<file path="src/rtl/hint_text_pkg.sv">
// Shared constants for the hint/menu text buffer: geometry defaults, blank code, FSM states.
package hint_text_pkg;

   localparam int unsigned DEF_LINES  = 12;
   localparam int unsigned DEF_COLS   = 35;
   localparam int unsigned DEF_CODE_W = 5;

   // Fixed index widths seen by producer and renderer
   localparam int unsigned LINE_W = 4;
   localparam int unsigned COL_W  = 6;

   // Code 0 renders as an empty cell
   localparam logic [DEF_CODE_W-1:0] BLANK = '0;

   // FSM state encoding
   localparam int unsigned ST_W = 3;
   localparam logic [ST_W-1:0] ST_CLEAR   = 3'd0;
   localparam logic [ST_W-1:0] ST_IDLE    = 3'd1;
   localparam logic [ST_W-1:0] ST_WRITE   = 3'd2;
   localparam logic [ST_W-1:0] ST_DISCARD = 3'd3;
   localparam logic [ST_W-1:0] ST_PAD     = 3'd4;

endpackage

</file>
<file path="src/rtl/hint_char_ram.sv">
// Simple dual-port character RAM: synchronous write, registered read returning old data on collision.
module hint_char_ram #(
   parameter int unsigned DEPTH = 420,
   parameter int unsigned AW    = 9,
   parameter int unsigned DW    = 5
) (
   input  logic          clk,
   input  logic          rst,
   input  logic          we,
   input  logic [AW-1:0] wa,
   input  logic [DW-1:0] wd,
   input  logic          rd_hit,
   input  logic [AW-1:0] ra,
   output logic [DW-1:0] rd
);

   logic [DW-1:0] mem [DEPTH];

   // Write port
   always_ff @(posedge clk) begin
      if (we) begin
         mem[wa] <= wd;
      end
   end

   // Read port; out-of-range lookups return blank
   always_ff @(posedge clk) begin
      if (rst) begin
         rd <= '0;
      end else if (rd_hit) begin
         rd <= mem[ra];
      end else begin
         rd <= '0;
      end
   end

endmodule

</file>
<file path="src/rtl/hint_text_buffer.sv">
// Hint/menu text buffer: accepts per-line character strings, blank-pads each line,
// clears the whole buffer after reset, and serves the renderer through a registered read port.
module hint_text_buffer
   import hint_text_pkg::*;
#(
   parameter int unsigned LINES  = DEF_LINES,
   parameter int unsigned COLS   = DEF_COLS,
   parameter int unsigned CODE_W = DEF_CODE_W
) (
   input  logic              clk,
   input  logic              rst,
   input  logic              wr_valid,
   output logic              wr_ready,
   input  logic              wr_first,
   input  logic              wr_last,
   input  logic [LINE_W-1:0] wr_line,
   input  logic [CODE_W-1:0] wr_code,
   output logic              done,
   output logic              err,
   output logic              busy,
   input  logic [LINE_W-1:0] rd_line,
   input  logic [COL_W-1:0]  rd_col,
   output logic [CODE_W-1:0] rd_code
);

   localparam int unsigned DEPTH = LINES * COLS;
   localparam int unsigned AW    = $clog2(DEPTH);

   logic [ST_W-1:0]   state_q, state_n;
   logic [COL_W-1:0]  col_q, col_n;
   logic [AW-1:0]     clr_q, clr_n;
   logic [LINE_W-1:0] line_q, line_n;
   logic              line_ok_q, line_ok_n;
   logic              err_seen_q, err_seen_n;
   logic              done_n, err_n, wr_ready_n, busy_n;

   logic              accept_c;
   logic              last_col_c;
   logic              wr_line_ok_c;
   logic              we_c;
   logic [CODE_W-1:0] wd_c;
   logic [LINE_W-1:0] wline_c;
   logic [COL_W-1:0]  wcol_c;
   logic [AW-1:0]     wa_c;
   logic              rd_hit_c;
   logic [AW-1:0]     ra_c;

   assign accept_c     = wr_valid & wr_ready;
   assign last_col_c   = (col_q == COL_W'(COLS - 1));
   assign wr_line_ok_c = (32'(wr_line) < LINES);

   // Renderer address decode and range qualification
   assign rd_hit_c = (32'(rd_line) < LINES) && (32'(rd_col) < COLS);
   assign ra_c     = AW'(32'(rd_line) * COLS + 32'(rd_col));

   // State and output registers
   always_ff @(posedge clk) begin
      if (rst) begin
         state_q    <= ST_CLEAR;
         col_q      <= '0;
         clr_q      <= '0;
         line_q     <= '0;
         line_ok_q  <= 1'b0;
         err_seen_q <= 1'b0;
         done       <= 1'b0;
         err        <= 1'b0;
         wr_ready   <= 1'b0;
         busy       <= 1'b1;
      end else begin
         state_q    <= state_n;
         col_q      <= col_n;
         clr_q      <= clr_n;
         line_q     <= line_n;
         line_ok_q  <= line_ok_n;
         err_seen_q <= err_seen_n;
         done       <= done_n;
         err        <= err_n;
         wr_ready   <= wr_ready_n;
         busy       <= busy_n;
      end
   end

   // Next-state, RAM write request and pulse generation
   always_comb begin
      state_n    = state_q;
      col_n      = col_q;
      clr_n      = clr_q;
      line_n     = line_q;
      line_ok_n  = line_ok_q;
      err_seen_n = err_seen_q;
      done_n     = 1'b0;
      err_n      = 1'b0;
      we_c       = 1'b0;
      wd_c       = CODE_W'(BLANK);
      wline_c    = line_q;
      wcol_c     = col_q;

      case (state_q)
         ST_CLEAR: begin
            we_c = 1'b1;
            if (clr_q == AW'(DEPTH - 1)) begin
               state_n = ST_IDLE;
            end else begin
               clr_n = clr_q + AW'(1);
            end
         end

         ST_IDLE: begin
            if (accept_c) begin
               if (!wr_first) begin
                  // Stray continuation beat: drop it
                  err_n = 1'b1;
               end else if (wr_line_ok_c) begin
                  we_c    = 1'b1;
                  wd_c    = wr_code;
                  wline_c = wr_line;
                  wcol_c  = '0;
                  line_n  = wr_line;
                  col_n   = COL_W'(1);
                  if (!wr_last) begin
                     state_n = ST_WRITE;
                  end else if (COLS == 1) begin
                     state_n = ST_IDLE;
                     done_n  = 1'b1;
                  end else begin
                     state_n = ST_PAD;
                  end
               end else begin
                  // Bad line index: swallow the rest of the string without writing
                  err_n      = 1'b1;
                  line_ok_n  = 1'b0;
                  err_seen_n = 1'b1;
                  if (!wr_last) begin
                     state_n = ST_DISCARD;
                  end
               end
            end
         end

         ST_WRITE: begin
            if (accept_c) begin
               we_c = 1'b1;
               wd_c = wr_code;
               if (last_col_c) begin
                  if (wr_last) begin
                     state_n = ST_IDLE;
                     done_n  = 1'b1;
                  end else begin
                     // Line full but string continues: keep the truncated text
                     state_n    = ST_DISCARD;
                     line_ok_n  = 1'b1;
                     err_seen_n = 1'b0;
                  end
               end else begin
                  col_n = col_q + COL_W'(1);
                  if (wr_last) begin
                     state_n = ST_PAD;
                  end
               end
            end
         end

         ST_DISCARD: begin
            if (accept_c) begin
               if (!err_seen_q) begin
                  err_n      = 1'b1;
                  err_seen_n = 1'b1;
               end
               if (wr_last) begin
                  state_n = ST_IDLE;
                  done_n  = line_ok_q;
               end
            end
         end

         ST_PAD: begin
            we_c = 1'b1;
            if (last_col_c) begin
               state_n = ST_IDLE;
               done_n  = 1'b1;
            end else begin
               col_n = col_q + COL_W'(1);
            end
         end

         default: begin
            state_n = ST_CLEAR;
            clr_n   = '0;
         end
      endcase

      wa_c = (state_q == ST_CLEAR) ? clr_q
                                   : AW'(32'(wline_c) * COLS + 32'(wcol_c));

      wr_ready_n = (state_n == ST_IDLE) || (state_n == ST_WRITE) || (state_n == ST_DISCARD);
      busy_n     = (state_n == ST_CLEAR) || (state_n == ST_PAD);
   end

   hint_char_ram #(
      .DEPTH (DEPTH),
      .AW    (AW),
      .DW    (CODE_W)
   ) u_ram (
      .clk    (clk),
      .rst    (rst),
      .we     (we_c & ~rst),
      .wa     (wa_c),
      .wd     (wd_c),
      .rd_hit (rd_hit_c),
      .ra     (ra_c),
      .rd     (rd_code)
   );

endmodule

</file>
<file path="config.mk">
export PLATFORM = sky130hd
export DESIGN_NAME = hint_text_buffer
export DESIGN_NICKNAME = d
export VERILOG_FILES = /design/src/rtl/hint_text_pkg.sv /design/src/rtl/hint_char_ram.sv /design/src/rtl/hint_text_buffer.sv
export SDC_FILE = /design/constraint.sdc
export NUM_CORES = 2
export LEC_CHECK = 0
export ABC_AREA = 1
export BUFFER_PORTS_ARGS = -buffer_cell sky130_fd_sc_hd__buf_2
export CAP_MARGIN = 30
export CORE_MARGIN = 1.5
export CORE_UTILIZATION = 51
export CTS_CLUSTER_SIZE = 14
export DETAILED_ROUTE_END_ITERATION = 6
export GPL_ROUTABILITY_DRIVEN = 0
export PLACE_DENSITY = 0.65
export SLEW_MARGIN = 25
export SYNTH_ARGS = -nofsm -noshare
export SYNTH_HDL_FRONTEND = slang
export SYNTH_HIERARCHICAL = 1
export SYNTH_SLANG_ARGS = --single-unit
</file>
<file path="constraint.sdc">
create_clock -name clk -period 22.7 [get_ports clk]
set_clock_uncertainty 0.05 [all_clocks]
set_input_delay 2.27 -clock clk [delete_from_list [all_inputs] [get_ports clk]]
set_output_delay 2.27 -clock clk [all_outputs]
set_load 0.02 [all_outputs]
</file>
# Word level (Yosys, flattened, before mapping)
# Memories as Yosys holds them, arrays and structs flattened. A register that Yosys moved wholly into a read port is not among the register bits.
# Cells that the tools add are included.
[totals]
reg_bits = 28
latch_bits = 0
ram_bits = 2100
mem_bits_ro = 0
in_bits = 24
wordCells = 131
n_memories = 1
[memory_table]
columns = ["memory", "depth", "width", "rd", "rd_clocked_by_memory_dff", "wr", "line", "text"]
rows = [
  ["u_ram.mem", 420, 5, 1, 1, 1, "hint_char_ram.sv:17", "logic [DW-1:0] mem [DEPTH];"],
]
[classes]
addsub = 4
mul = 2
div_mod_pow = 0
order_cmp = 3
n_eq_ne = 19
shift = 0
n_mux = 71
n_bitwise = 5
n_reduce_logical = 16
[ops]
columns = ["cell", "count"]
rows = [
  ["6-bit 2-to-1 mux", 9],
  ["3-bit 2-to-1 mux", 12],
  ["1-bit 2-to-1 mux", 30],
  ["5-bit 2-to-1 mux", 4],
  ["9-bit by 6-bit adder with 9-bit output", 2],
  ["4-bit by 6-bit multiplier with 9-bit output, second input constant", 2],
  ["9-bit 2-to-1 mux", 2],
  ["2-bit inequality test, second input constant", 9],
  ["6-bit case mux with 3 select lines", 1],
  ["9-bit case mux with 2 select lines", 1],
  ["4-bit 2-to-1 mux", 4],
  ["3-bit case mux with 5 select lines", 1],
  ["3-bit by 2-bit == test with 1-bit output, second input constant", 4],
  ["5-bit case mux with 2 select lines", 1],
  ["9-bit by 1-bit adder with 9-bit output, second input constant", 1],
  ["9-bit == test, second input constant", 1],
  ["1-bit case mux with 3 select lines", 3],
  ["4-bit less-than comparator, second input constant", 2],
  ["8-bit AND reduction", 1],
  ["7-bit AND reduction", 1],
  ["6-bit by 1-bit adder with 6-bit output, second input constant", 1],
  ["3-bit by 1-bit == test with 1-bit output, second input constant", 2],
  ["3-bit == test, second input constant", 2],
  ["6-bit == test, second input constant", 1],
  ["other kinds (14)", 23],
]

# Depth between registers and ports, before layout
[depth]
ltp_word = 8
depth_mapped = 27
depth_no_buf = 26

# Modules after synthesis
# Netlist, hierarchy kept.
[modules_own_cells]
columns = ["module", "n_inst", "cells_each", "area_each_um2", "seq_area_each_um2"]
rows = [
  ["hint_char_ram", 1, 7320, 85972.5, 63160.6],
  ["hint_text_buffer", 1, 427, 2753.9, 560.5],
]

# Worst setup path after synthesis
# Ideal clock, no wire load.
[synth_path]
path_type = "input to register"
startpoint = "input wr_valid"
endpoint = "memory u_ram.mem[0][0], data pin"
arrival_ps = 12581
setup_slack_ps = 7920
path_stages = 7
path_cell_list = "nand2_1 -> inv_1 -> nand3_1 -> nor2_1 -> buf_6 -> nor2_1 -> nor2_1"
[synth_via]
elab_chain_cells = 3
elab_cells_between_ends = 4
cone_classes = "3 x mux; 1 x bitwise"
[synth_rtl]
columns = ["item", "line", "text"]
rows = [
  ["from (decl)", "hint_text_buffer.sv:12", "input logic wr_valid,"],
  ["1-bit AND (*)", "hint_text_buffer.sv:48", "assign accept_c = wr_valid & wr_ready;"],
  ["5-bit 2-to-1 mux, on equally long branches", "hint_text_buffer.sv:141, hint_text_buffer.sv:109", ""],
  ["5-bit case mux with 2 select lines (*)", "hint_text_buffer.sv:98", "case (state_q)"],
  ["named net wd_c[0]", "hint_text_buffer.sv:41", "logic [CODE_W-1:0] wd_c;"],
  ["to (decl)", "hint_char_ram.sv:17", ""],
]
# The timed path passes the listed nets; every way through them passes the cells marked *.

# Worst setup path after layout
[layout_path]
startpoint = "input wr_valid"
endpoint = "memory u_ram.mem[247][1], enable pin"
[layout_via]
elab_chain_cells = 6
elab_cells_between_ends = 14
cone_classes = "1 x add/sub; 1 x mul; 10 x mux; 2 x bitwise"
[layout_rtl]
columns = ["item", "line", "text"]
rows = [
  ["1-bit AND (*)", "hint_text_buffer.sv:48", ""],
  ["4-bit 2-to-1 mux (2 in series)", "-", ""],
  ["4-bit by 6-bit multiplier with 9-bit output", "hint_text_buffer.sv:193", ": AW'(32'(wline_c) * COLS + 32'(wcol_c));"],
  ["9-bit by 6-bit adder with 9-bit output (*)", "hint_text_buffer.sv:193", ""],
  ["9-bit 2-to-1 mux (*)", "hint_text_buffer.sv:192", "wa_c = (state_q == ST_CLEAR) ? clr_q"],
  ["named net wa_c[4]", "hint_text_buffer.sv:44", "logic [AW-1:0] wa_c;"],
]
# Marked as above.

==> metrics.txt <==
status=finished, final reports clean; CP arrival=8.04 ns; Post-Route M1 WL=93700 um; Critical Path Stages=21; Final Critical Period=7.65 ns; Clk pwr share=35.8%; Hold Violations, Final=0; Layout area overhead=9.33%; htree depth=4; Hold WC Path Type=flip-flop to flip-flop; Filler cells=14281; Mapped Nets=7811; hold depth=1; CTS hold repair buffers=0; cell count of the worst reg-to-reg path=20; Switching Share=28.1%; slew margin rel.=23.1%; gr usage total=26.2%; Primary FF master, synth=edfxtp_1; CP Class=primary input to flip-flop; required time of the worst setup path=23.10 ns; Initial Util=51.5%; grt ovf=0; crit-path cells=buf_2 -> nand2_1 -> inv_1 -> nand3_1 -> nor2_1 -> inv_2 -> o21ai_1 -> inv_1 -> ha_1 -> ha_1 -> ha_1 -> ha_1 -> nand2_1 -> nand2_1 -> a31oi_1 -> xor2_1 -> o21ai_0 -> nand2_1 -> inv_1 -> nand2_1 -> nor2_1; EDFF count, synth=2100; pwr dens=92.9 nW/um^2; PostCTS Resize Cnt=0; cell family with the largest share of critical-path delay=simple AND/OR/NAND/NOR gates; initial antenna violation count=3; Max clock buf depth=3; maximum VDD drop=0.0743 mV; Pwr Total=9.01 mW; setup TNS=0 ns; Final nets=7626; Routed Antenna Nets=0; P_int=6.48 mW; share of the synthesized area in the top cell type=71.1%; core area=172000 um^2; Distinct cells, synth=42; total wire length=232000 um; most frequent CP cell=nand2_1; Final Cycle Share=33.7%; # clock sinks=2133; Synth area leaders=edfxtp_1 71%, nand3_1 11%, nand2_1 9.2%; met2 WL post-DR=110000 um; share of cells above drive strength 1=6.10%; count leader, synth=nand2_1; Post-synth ARST share=0%; power share of the combinational group=16.9%; leading area contributor after synthesis=edfxtp_1; Lkg Pwr=35.7 nW; Via density=5.89; via count=59159; TritonCTS clock tree=built; Antenna Cells=0; Yosys warning total=6; drt first pass iters=6; unrepaired setup endpoints after global routing=false; I/O pin total=33; WP buf/inv=5; IO buf count=32; critical path peak fanout=16; Synth Register Bits=2133; Root Buffer=clkbuf_16; vias in the first global route=57300; max layer used=met4; Design Area, Final=97000 um^2; Die ar.=176000 um^2; Flop pwr share=47.3%; Post-CTS Setup Repair Bufs=0; Die Ht=420 um; Post-Syn Area per Cell=11.5 um^2; Max Slew Vio Count=0; most frequent cells after synthesis=2168 x nand2_1, 2100 x edfxtp_1, 1990 x nand3_1; Worst Tran Pin Value=1.15 ns; final core utilization=56.3%; Max Cap Violations=0; sequential area share after synthesis=71.8%; Synth Cell Area=88700 um^2; Synth Instances=7747; clock latency on the worst-skew pair=0.83 ns; Psw=2.54 mW; Crit. End Element=flip-flop; global-route wire length before repair=346000 um; met3 wire length=20100 um; CP Launch Type=primary input; Post-DP HPWL=130000 um; register area=63700 um^2; largest net degree at the start of global routing=284; Max Freq=0.131 GHz; critical path's slowest cell=nand2_1; DRC violations left=0; dpl cell area=90500 um^2; CTS buffer count=203; Worst path max stage delay=0.80 ns; area of the multi-input gates=22300 um^2; endpoints failing setup=0; row count=152; CTS clk-pin slew, worst paths=0.06 ns; WL/cell=23.1 um; die width=420 um; Iteration-0 DRC Markers=7077
-- through the flow --
stage | cells | setup slack, ns | hold slack (ns)
after global placement | 9647 | 13.97 | 0.370
after detailed placement | 9659 | 14.30 | 0.379
final | 10037 | 15.05 | 0.399
after floorplan | 7747 | 7.92 | 0.354
after CTS | 10029 | 15.18 | 0.390
after global routing | 10037 | 14.63 | 0.417
-- layout make-up --
class	instances	share of cell area (%)
flip-flops and latches	2133	65.7
inverters	117	0.500
clock buffers	259	5.60
multi-input cells	4974	23.0
repair buffers	133	1.41
clock inverters	111	0.871
well taps	2310	2.98
-- flip-flops by register name (all words and copies together) (netlist names) --
signal / count
err: 1
u_ram/mem: 2100
err_seen_q: 1
clr_q: 9
state_q: 3
done: 1
line_ok_q: 1
u_ram/rd: 5
busy: 1
line_q: 4
col_q: 6
wr_ready: 1
-- cells in the final DEF, fill, tap and decap left out, drive strengths merged, types with 33 or more instances in the layout --
cell | netlist | layout
clkinv | 2 | 98
dfxtp | 33 | 33
buf | 359 | 132
inv | 115 | 118
o21ai | 82 | 82
nand2 | 2174 | 2174
edfxtp | 2100 | 2100
a21oi | 46 | 46
clkbuf | 164 | 260
nor2 | 563 | 563
nand3 | 1990 | 1990
-- path summary, 6_finish.rpt --
kind	start	endpoint	slack (ns)
worst max-delay path	wr_valid	u_ram/mem[247][1]$_DFFE_PP_	15.05
worst min-delay path	err_seen_q$_SDFFE_PP0P_	err$_SDFF_PP0_	0.40
worst max register to register	state_q[0]$_SDFF_PP0_	u_ram/mem[247][1]$_DFFE_PP_	16.16
worst min register to register	err_seen_q$_SDFFE_PP0P_	err$_SDFF_PP0_	0.40
-- cells by family after synthesis --
logic type               Yosys count  synth area share, %
AO/OA/AOI/OAI                    173                 1.10
buffers and inverters            640                 3.34
flip-flops                      2133                 71.8
adder cells (fa/ha/maj)           40                0.632
AND/OR/NAND/NOR                 4751                 23.0
XOR/XNOR                          10               0.0987
-- power groups by stage --
stage	registers [mW]	clock network (mW)	logic, mW
after floorplan	4.35	0	0.983
after global placement	4.35	0	1.46
after detailed placement	4.35	0	1.48
after CTS	4.26	3.27	1.49
after global routing	4.26	3.41	1.63
final	4.26	3.22	1.53
-- layer usage --
layer / up-vias / global-route usage [%]
met5: - / 0
met4: 0 / 10.2
met3: 455 / 4.37
met2: 2808 / 42.7
met1: 28956 / 35.4
li1: 26940 / -
(Power assumes the default switching activity.)
